<file path="config.mk">
export PLATFORM = sky130hd
export DESIGN_NAME = opt_sched
export DESIGN_NICKNAME = d
export VERILOG_FILES = /design/src/rtl/replica_pkg.sv /design/src/rtl/opt_sched.sv
export SDC_FILE = /design/constraint.sdc
export NUM_CORES = 1
export LEC_CHECK = 0
export BUFFER_PORTS_ARGS = -buffer_cell sky130_fd_sc_hd__buf_2
export CAP_MARGIN = 10
export CORE_ASPECT_RATIO = 0.9
export CORE_UTILIZATION = 56
export CTS_BUF_LIST = sky130_fd_sc_hd__clkbuf_8
export DETAILED_ROUTE_END_ITERATION = 10
export GPL_TIMING_DRIVEN = 0
export PLACE_DENSITY_LB_ADDON = 0.12
export SLEW_MARGIN = 10
export SYNTH_ARGS = -nofsm -noshare
export SYNTH_HDL_FRONTEND = slang
export SYNTH_SLANG_ARGS = --single-unit
</file>
<file path="constraint.sdc">
create_clock -name clk -period 3 [get_ports clk]
set_input_delay 0.15 -clock clk [delete_from_list [all_inputs] [get_ports clk]]
set_output_delay 0.15 -clock clk [all_outputs]
set_load 0.1 [all_outputs]
</file>
<file path="src/rtl/replica_pkg.sv">
// Shared types for the replica annealing array:
// generator commands and the iteration sequencer states.
package replica_pkg;

   typedef enum logic {
      THR = 1'b0,
      OR1 = 1'b1
   } opt_command_t;

   typedef enum logic [3:0] {
      IDLE,
      GEN_ISSUE,
      GEN_GUARD,
      GEN_WAIT,
      EVAL_ISSUE,
      EVAL_WAIT,
      EXCH_ISSUE,
      EXCH_WAIT,
      CHECK
   } sched_state_t;

   localparam int EXCH_INTERVAL_DEF = 4;

endpackage

</file>
<file path="src/rtl/opt_sched.sv">
// Iteration sequencer: fires the option generators, then the datapath,
// with an exchange pass every EXCH_INTERVAL iterations.
module opt_sched
   import replica_pkg::*;
#(
   parameter int REPLICA_NUM   = 8,
   parameter int EXCH_INTERVAL = EXCH_INTERVAL_DEF,
   parameter int ITER_W        = 32
) (
   input  logic                   clk,
   input  logic                   reset,
   input  logic                   start,
   input  logic                   abort,
   input  logic [ITER_W-1:0]      iter_num,
   input  logic                   opt_en,
   output logic                   gen_run,
   output opt_command_t           gen_com,
   input  logic [REPLICA_NUM-1:0] gen_ready,
   output logic                   dp_run,
   input  logic                   dp_done,
   output logic                   exch_run,
   output logic                   exch_odd,
   input  logic                   exch_done,
   output logic                   busy,
   output logic                   done,
   output logic [ITER_W-1:0]      iter_cnt
);

   localparam int IW = $clog2(EXCH_INTERVAL + 1);
   localparam logic [IW-1:0] INT_LAST = IW'(EXCH_INTERVAL - 1);

   sched_state_t      state;
   logic [ITER_W-1:0] iter_num_q;
   logic              opt_en_q;
   logic [IW-1:0]     int_cnt;

   always_ff @(posedge clk) begin
      if (reset) begin
         state      <= IDLE;
         gen_run    <= 1'b0;
         gen_com    <= THR;
         dp_run     <= 1'b0;
         exch_run   <= 1'b0;
         exch_odd   <= 1'b0;
         busy       <= 1'b0;
         done       <= 1'b0;
         iter_cnt   <= '0;
         iter_num_q <= '0;
         opt_en_q   <= 1'b0;
         int_cnt    <= '0;
      end else if (abort) begin
         // counters and pairing phase survive an abort
         state    <= IDLE;
         gen_run  <= 1'b0;
         dp_run   <= 1'b0;
         exch_run <= 1'b0;
         busy     <= 1'b0;
         done     <= 1'b0;
      end else begin
         gen_run  <= 1'b0;
         dp_run   <= 1'b0;
         exch_run <= 1'b0;
         done     <= 1'b0;
         unique case (state)
            IDLE: begin
               if (start) begin
                  if (iter_num == '0) begin
                     done <= 1'b1;
                  end else begin
                     iter_num_q <= iter_num;
                     opt_en_q   <= opt_en;
                     iter_cnt   <= '0;
                     int_cnt    <= '0;
                     gen_run    <= 1'b1;
                     gen_com    <= opt_en ? OR1 : THR;
                     busy       <= 1'b1;
                     state      <= GEN_ISSUE;
                  end
               end
            end
            GEN_ISSUE: state <= GEN_GUARD;
            // ready may still be stale from before the run pulse
            GEN_GUARD: state <= GEN_WAIT;
            GEN_WAIT: begin
               if (&gen_ready) begin
                  dp_run <= 1'b1;
                  state  <= EVAL_ISSUE;
               end
            end
            EVAL_ISSUE: state <= EVAL_WAIT;
            EVAL_WAIT: begin
               if (dp_done) begin
                  iter_cnt <= iter_cnt + ITER_W'(1);
                  if (int_cnt == INT_LAST) begin
                     int_cnt  <= '0;
                     exch_run <= 1'b1;
                     state    <= EXCH_ISSUE;
                  end else begin
                     int_cnt <= int_cnt + IW'(1);
                     state   <= CHECK;
                  end
               end
            end
            EXCH_ISSUE: state <= EXCH_WAIT;
            EXCH_WAIT: begin
               if (exch_done) begin
                  exch_odd <= ~exch_odd;
                  state    <= CHECK;
               end
            end
            CHECK: begin
               if (iter_cnt == iter_num_q) begin
                  done  <= 1'b1;
                  busy  <= 1'b0;
                  state <= IDLE;
               end else begin
                  gen_run <= 1'b1;
                  gen_com <= opt_en_q ? OR1 : THR;
                  state   <= GEN_ISSUE;
               end
            end
            default: state <= IDLE;
         endcase
      end
   end

endmodule

</file>
# Yosys cells after proc, flatten, opt, wreduce, memory -nomap -nowiden

Index checks and enable logic that the tools add are counted.

Output and inout bits: 39
Word-level logic and storage cells: 88
Bits of input ports: 47
Bits in registers: 79

Reductions and logical operators: 14
Bitwise gates (word level): 6
Equal/unequal tests: 17
Muxes and demuxes: 37
$add $sub $neg: 2

Operators by type and width:

| cell                  | number |
|---|---|
| $mux 32               | 3 |
| $pmux 32 s2           | 1 |
| $pmux 4 s9            | 1 |
| $add 32x1->32 const B | 1 |
| $eq 32x32->1          | 1 |
| $logic_not 32->1      | 1 |
| $mux 4                | 6 |
| $mux 1                | 17 |
| $eq 4x3->1 const B    | 4 |
| $reduce_and 5->1      | 3 |
| $ne 2x2->1 const B    | 7 |
| $mux 3                | 4 |
| $eq 4x2->1 const B    | 2 |
| $pmux 1 s2            | 4 |
| $reduce_and 4->1      | 2 |
| $reduce_and 8->1      | 1 |
| $not 1->1             | 6 |
| $pmux 3 s2            | 1 |
| $eq 4x1->1 const B    | 1 |
| $eq 4x4->1 const B    | 1 |
| $logic_not 4->1       | 1 |
| $reduce_bool 2->1     | 2 |
| $reduce_or 4->1       | 1 |
| $add 3x1->3 const B   | 1 |
| other kinds (4)       | 4 |

# Depth between registers and ports, before layout

Depth in word-level cells: 4
Gate-level depth with buffers: 9
Mapped depth without buffers: 7

# Worst setup path after synthesis

OpenSTA, ideal clock, no wires.

Path type: register to register
From: reg iter_cnt[14]
To: reg iter_cnt[29]
Cell stages (with the launch flop): 8
Required time: 2.872 ns
Path slack: 0.314 ns
Arrival: 2.558 ns
Setup time: 0.128 ns
Period minus slack after synthesis: 2.686 ns
Buffers on the path: 1
Cells stage by stage: dfxtp_1 clkbuf_1 and4_1 nand4_1 or3_1 nor4_2 xnor2_1 nor2_1

Longest elaborated chain between the ends: 3

Ends and longest elaborated chain:

| item                     | RTL line        | RTL |
|---|---|---|
| start: declaration       | opt_sched.sv:26 | `output logic [ITER_W-1:0] iter_cnt` |
| start signal: assignment | opt_sched.sv:93 | `iter_cnt <= iter_cnt + ITER_W'(1);` |
| $add 32x1->32            | opt_sched.sv:93 |  |
| $mux 32                  | opt_sched.sv:92 | `if (dp_done) begin` |
| $pmux 32 s2              | opt_sched.sv:64 | `unique case (state)` |

Every way passes these cells. The select of a mux whose other input is x is not followed.
A chain may end at the register's enable or synchronous reset.

# Final worst setup path

From: reg state[0]
To: reg iter_cnt[4]

Longest elaborated chain between the ends: 3
Elaborated cells on any way between the ends: 8
Classes of those cells: eq/ne: 4; mux: 1; reduce/logical: 3

Ends and longest elaborated chain:

| item                                                             | RTL line        | RTL |
|---|---|---|
| start: declaration                                               | opt_sched.sv:32 | `sched_state_t state;` |
| start signal: assignment                                         | opt_sched.sv:39 | `state <= IDLE;` |
| start signal: assignment                                         | opt_sched.sv:53 | `state <= IDLE;` |
| start signal: assignment                                         | opt_sched.sv:77 | `state <= GEN_ISSUE;` |
| $eq 4x3->1 or $logic_not 4->1 (tied branches)                    | opt_sched.sv:64 |  |
| $ne 2x2->1 (no source line) or $reduce_bool 2->1 (tied branches) | n/a             |  |
| $reduce_and 5->1 (no source line)                                | n/a             |  |

Parallel ways exist; a longest one is shown, timed or not.

==> results.json <==
{
  "cts-resized-gates": 0,
  "fin_crit_ns": 2.495,
  "core_area_um2": 6691,
  "vias": 3795,
  "worstPathArrival_ns": 2.72,
  "setup_viol": 0,
  "via_per_inst": 5.647,
  "status": "finished, final reports clean",
  "layout-drive-gt1-share": 0.2199,
  "startpoint": "state[0]",
  "critPathBufInv": 2,
  "synthCells": 482,
  "cts_setup_buffers": 0,
  "maxSlewHeadroom": 0.3607,
  "cts_tree": "built",
  "synth_ff_type": "dfxtp_1",
  "rsz0062_at_grt": "no",
  "drv_cap": 0,
  "crit_chain": "buf_6 -> or3b_4 -> a2111oi_4 -> o21ai_1 -> o21bai_1 -> clkbuf_1 -> nor2_1",
  "power.density_nw_per_um2": 477.3,
  "finalMaxSlewViolations": 0,
  "place_congestion": 0.8935,
  "cts-buffers-inserted": 9,
  "area_delta_synth_final_pct": 19.43,
  "slowest_stage": "clkbuf_1",
  "drcViolationCount": 0,
  "worstPathMaxFanout": 10,
  "fin_worst_skew_ns": 0.007036,
  "end_kind": "flop",
  "crit_path_max_incr_delay_ns": 0.48,
  "clk_latency_ns": 0.36,
  "r2r_start": "state[0]",
  "clock_path_buffers": 2,
  "nets": 627,
  "port_buffers": 85,
  "min-delay-start": "iter_num[21]",
  "grt_max_degree": 13,
  "leakage_nw": 1.673,
  "synth-edff-count": 0,
  "hold_buffers": 0,
  "syn_avg_cell_area_um2": 8.161,
  "drt-total-wl_um": 10640,
  "async_flop_share": 0,
  "rows": 28,
  "ys_seq_elements": 79,
  "die_height_um": 81.51,
  "firstDrtPassIters": 7,
  "synth.distinct_cells": 47,
  "first_global_vias": 3418,
  "clock_sinks": 79,
  "fin_crit_sh": 0.8316,
  "antenna_found_initial": 0,
  "start_util": 0.5879,
  "gr-total-overflow": 0,
  "groute.usage.overall": 0.3056,
  "drtAntennaViolNets": 0,
  "cts-root-buf": "clkbuf_8",
  "fp.dieW_um": 90.35,
  "fin_util": 0.7021,
  "io-pin-count": 86,
  "crit_type": "flop to flop",
  "cp.required_ns": 3.23,
  "max-vdd-ir-drop_v": 0.0003040,
  "crit_family": "compound AO/OA/AOI/OAI gates",
  "dp_hpwl_um": 7992,
  "n_antenna_cell": 0,
  "finalHoldViolCount": 0,
  "syn-num-nets": 531,
  "clk_pin_slew_ns": 0.08,
  "ys_seq_area_frac": 0.4020,
  "start_kind": "flop",
  "synth_area_um2": 3934,
  "tightest_slew_ns": 0.9533,
  "timing.setup.tns_ns": 0,
  "grt_pass1_wl_um": 17290,
  "fmax_ghz": 0.4009,
  "drt-initial-drc-count": 299,
  "post_drt_wl_per_cell_um": 15.83,
  "yosys_warnings": 0,
  "dieArea_um2": 7364,
  "h-tree-depth": 3,
  "min_path_type": "input port to flop"
}
## cells in the mapped netlist, types with 2 or more instances
cell type / number / area (µm²)
a31oi_1: 2 / 12.51
nor3b_1: 4 / 30.03
o21ai_0: 6 / 30.03
mux2i_1: 3 / 30.03
a21oi_1: 43 / 215.2
ha_1: 2 / 25.02
and3_1: 4 / 25.02
nor4b_2: 4 / 60.06
xnor2_1: 60 / 525.5
and4_1: 4 / 35.03
or3_1: 2 / 12.51
nand3_1: 9 / 45.04
a22oi_1: 2 / 15.01
nor4_2: 4 / 50.05
nor3_1: 17 / 85.08
nor4_1: 14 / 87.58
clkbuf_1: 14 / 52.55
inv_1: 5 / 18.77
nand4_1: 22 / 137.6
nand3_4: 2 / 35.03
or2_2: 3 / 18.77
dfxtp_1: 79 / 1582
nand2_1: 93 / 349.1
nor2_1: 51 / 191.4
nand2b_1: 2 / 12.51
buf_6: 2 / 22.52
buf_2: 9 / 45.04
## cell type report
type,instances,area (µm²)
multi-input cells,371,2202
fillers,576,1993
flip-flops and latches,79,1582
repair buffers,85,425.4
plain buffers,27,131.4
clock buffers,9,123.9
well taps,90,112.6
clock inverters,6,102.6
inverters,5,18.77
## flip-flops by register name, summed over array words and instances, names as in the netlist
register,count
opt_en_q,1
exch_odd,1
state,4
iter_cnt,32
gen_com,1
done,1
exch_run,1
busy,1
iter_num_q,32
gen_run,1
int_cnt,3
dp_run,1
## where the power goes
group	total [mW]	switching [mW]	internal [mW]	leakage (nW)
clock network	0.921	0.380	0.541	0.122
logic	0.227	0.141	0.0853	0.911
registers	1.09	0.0205	1.07	0.640
total	2.24	0.542	1.70	1.67
## worst reg2reg max path, delay by kind of cell (launching register included)
| family | cells | cell delay, ns |
|---|---|---|
| AO/OA/AOI/OAI | 3 | 0.92 |
| AND/OR/NAND/NOR | 2 | 0.53 |
| buffers and inverters | 2 | 0.61 |
| flip-flops | 1 | 0.32 |
## per-layer routing
metal | share of wire | global-route usage | vias to the layer above
met2 | 0.44 | 0.4809 | 158
met4 | 0.018 | 0.1032 | 0
met5 | 0 | 0 | -
li1 | - | - | 1855
met3 | 0.071 | 0.06944 | 19
met1 | 0.47 | 0.4169 | 1763
## per-stage QoR
| step | hold WS, ns | area (µm²) | total power, mW | std cells | worst slack, ns |
|---|---|---|---|---|---|
| floorplan | 0.2860 | 3934 | 1.261 | 482 | 0.3141 |
| global placement | 0.4030 | 4472 | 1.336 | 657 | 0.6195 |
| detailed placement | 0.4086 | 4472 | 1.342 | 657 | 0.5530 |
| CTS | 0.03021 | 4698 | 2.241 | 672 | 0.5258 |
| global route | 0.03000 | 4698 | 2.319 | 672 | 0.3630 |
| finish | 0.03364 | 4698 | 2.243 | 672 | 0.5053 |
## cell families (layout without fill, tap and decap cells)
group	Yosys count	count (layout)	share of synthesized area
multiplexers	4	4	0.01050
buffers and inverters	32	132	0.03817
adder cells (fa/ha/maj)	2	2	0.006360
AND/OR/NAND/NOR	242	242	0.3130
flip-flops	79	79	0.4020
AO/OA/AOI/OAI	63	63	0.09638
XOR/XNOR	60	60	0.1336
## placed cells by master (no fill, tap or decap), types with 6 or more instances in the layout
cell      count
buf_2        94
clkbuf_1     14
nor2_1       51
nand2_1      93
o21ai_0       6
nand3_1       9
xnor2_1      60
nand4_1      22
clkbuf_8      9
a21oi_1      43
nor3_1       17
nor4_1       14
dfxtp_1      79
inv_1         7
## final timing paths
kind,cells after the start,slack [ns],end
max,7,0.51,iter_cnt[4]
min,3,0.03,iter_num_q[21]
max reg2reg,7,0.51,iter_cnt[4]
min reg2reg,2,0.43,int_cnt[2]
Power figures use the tool's default switching activity.
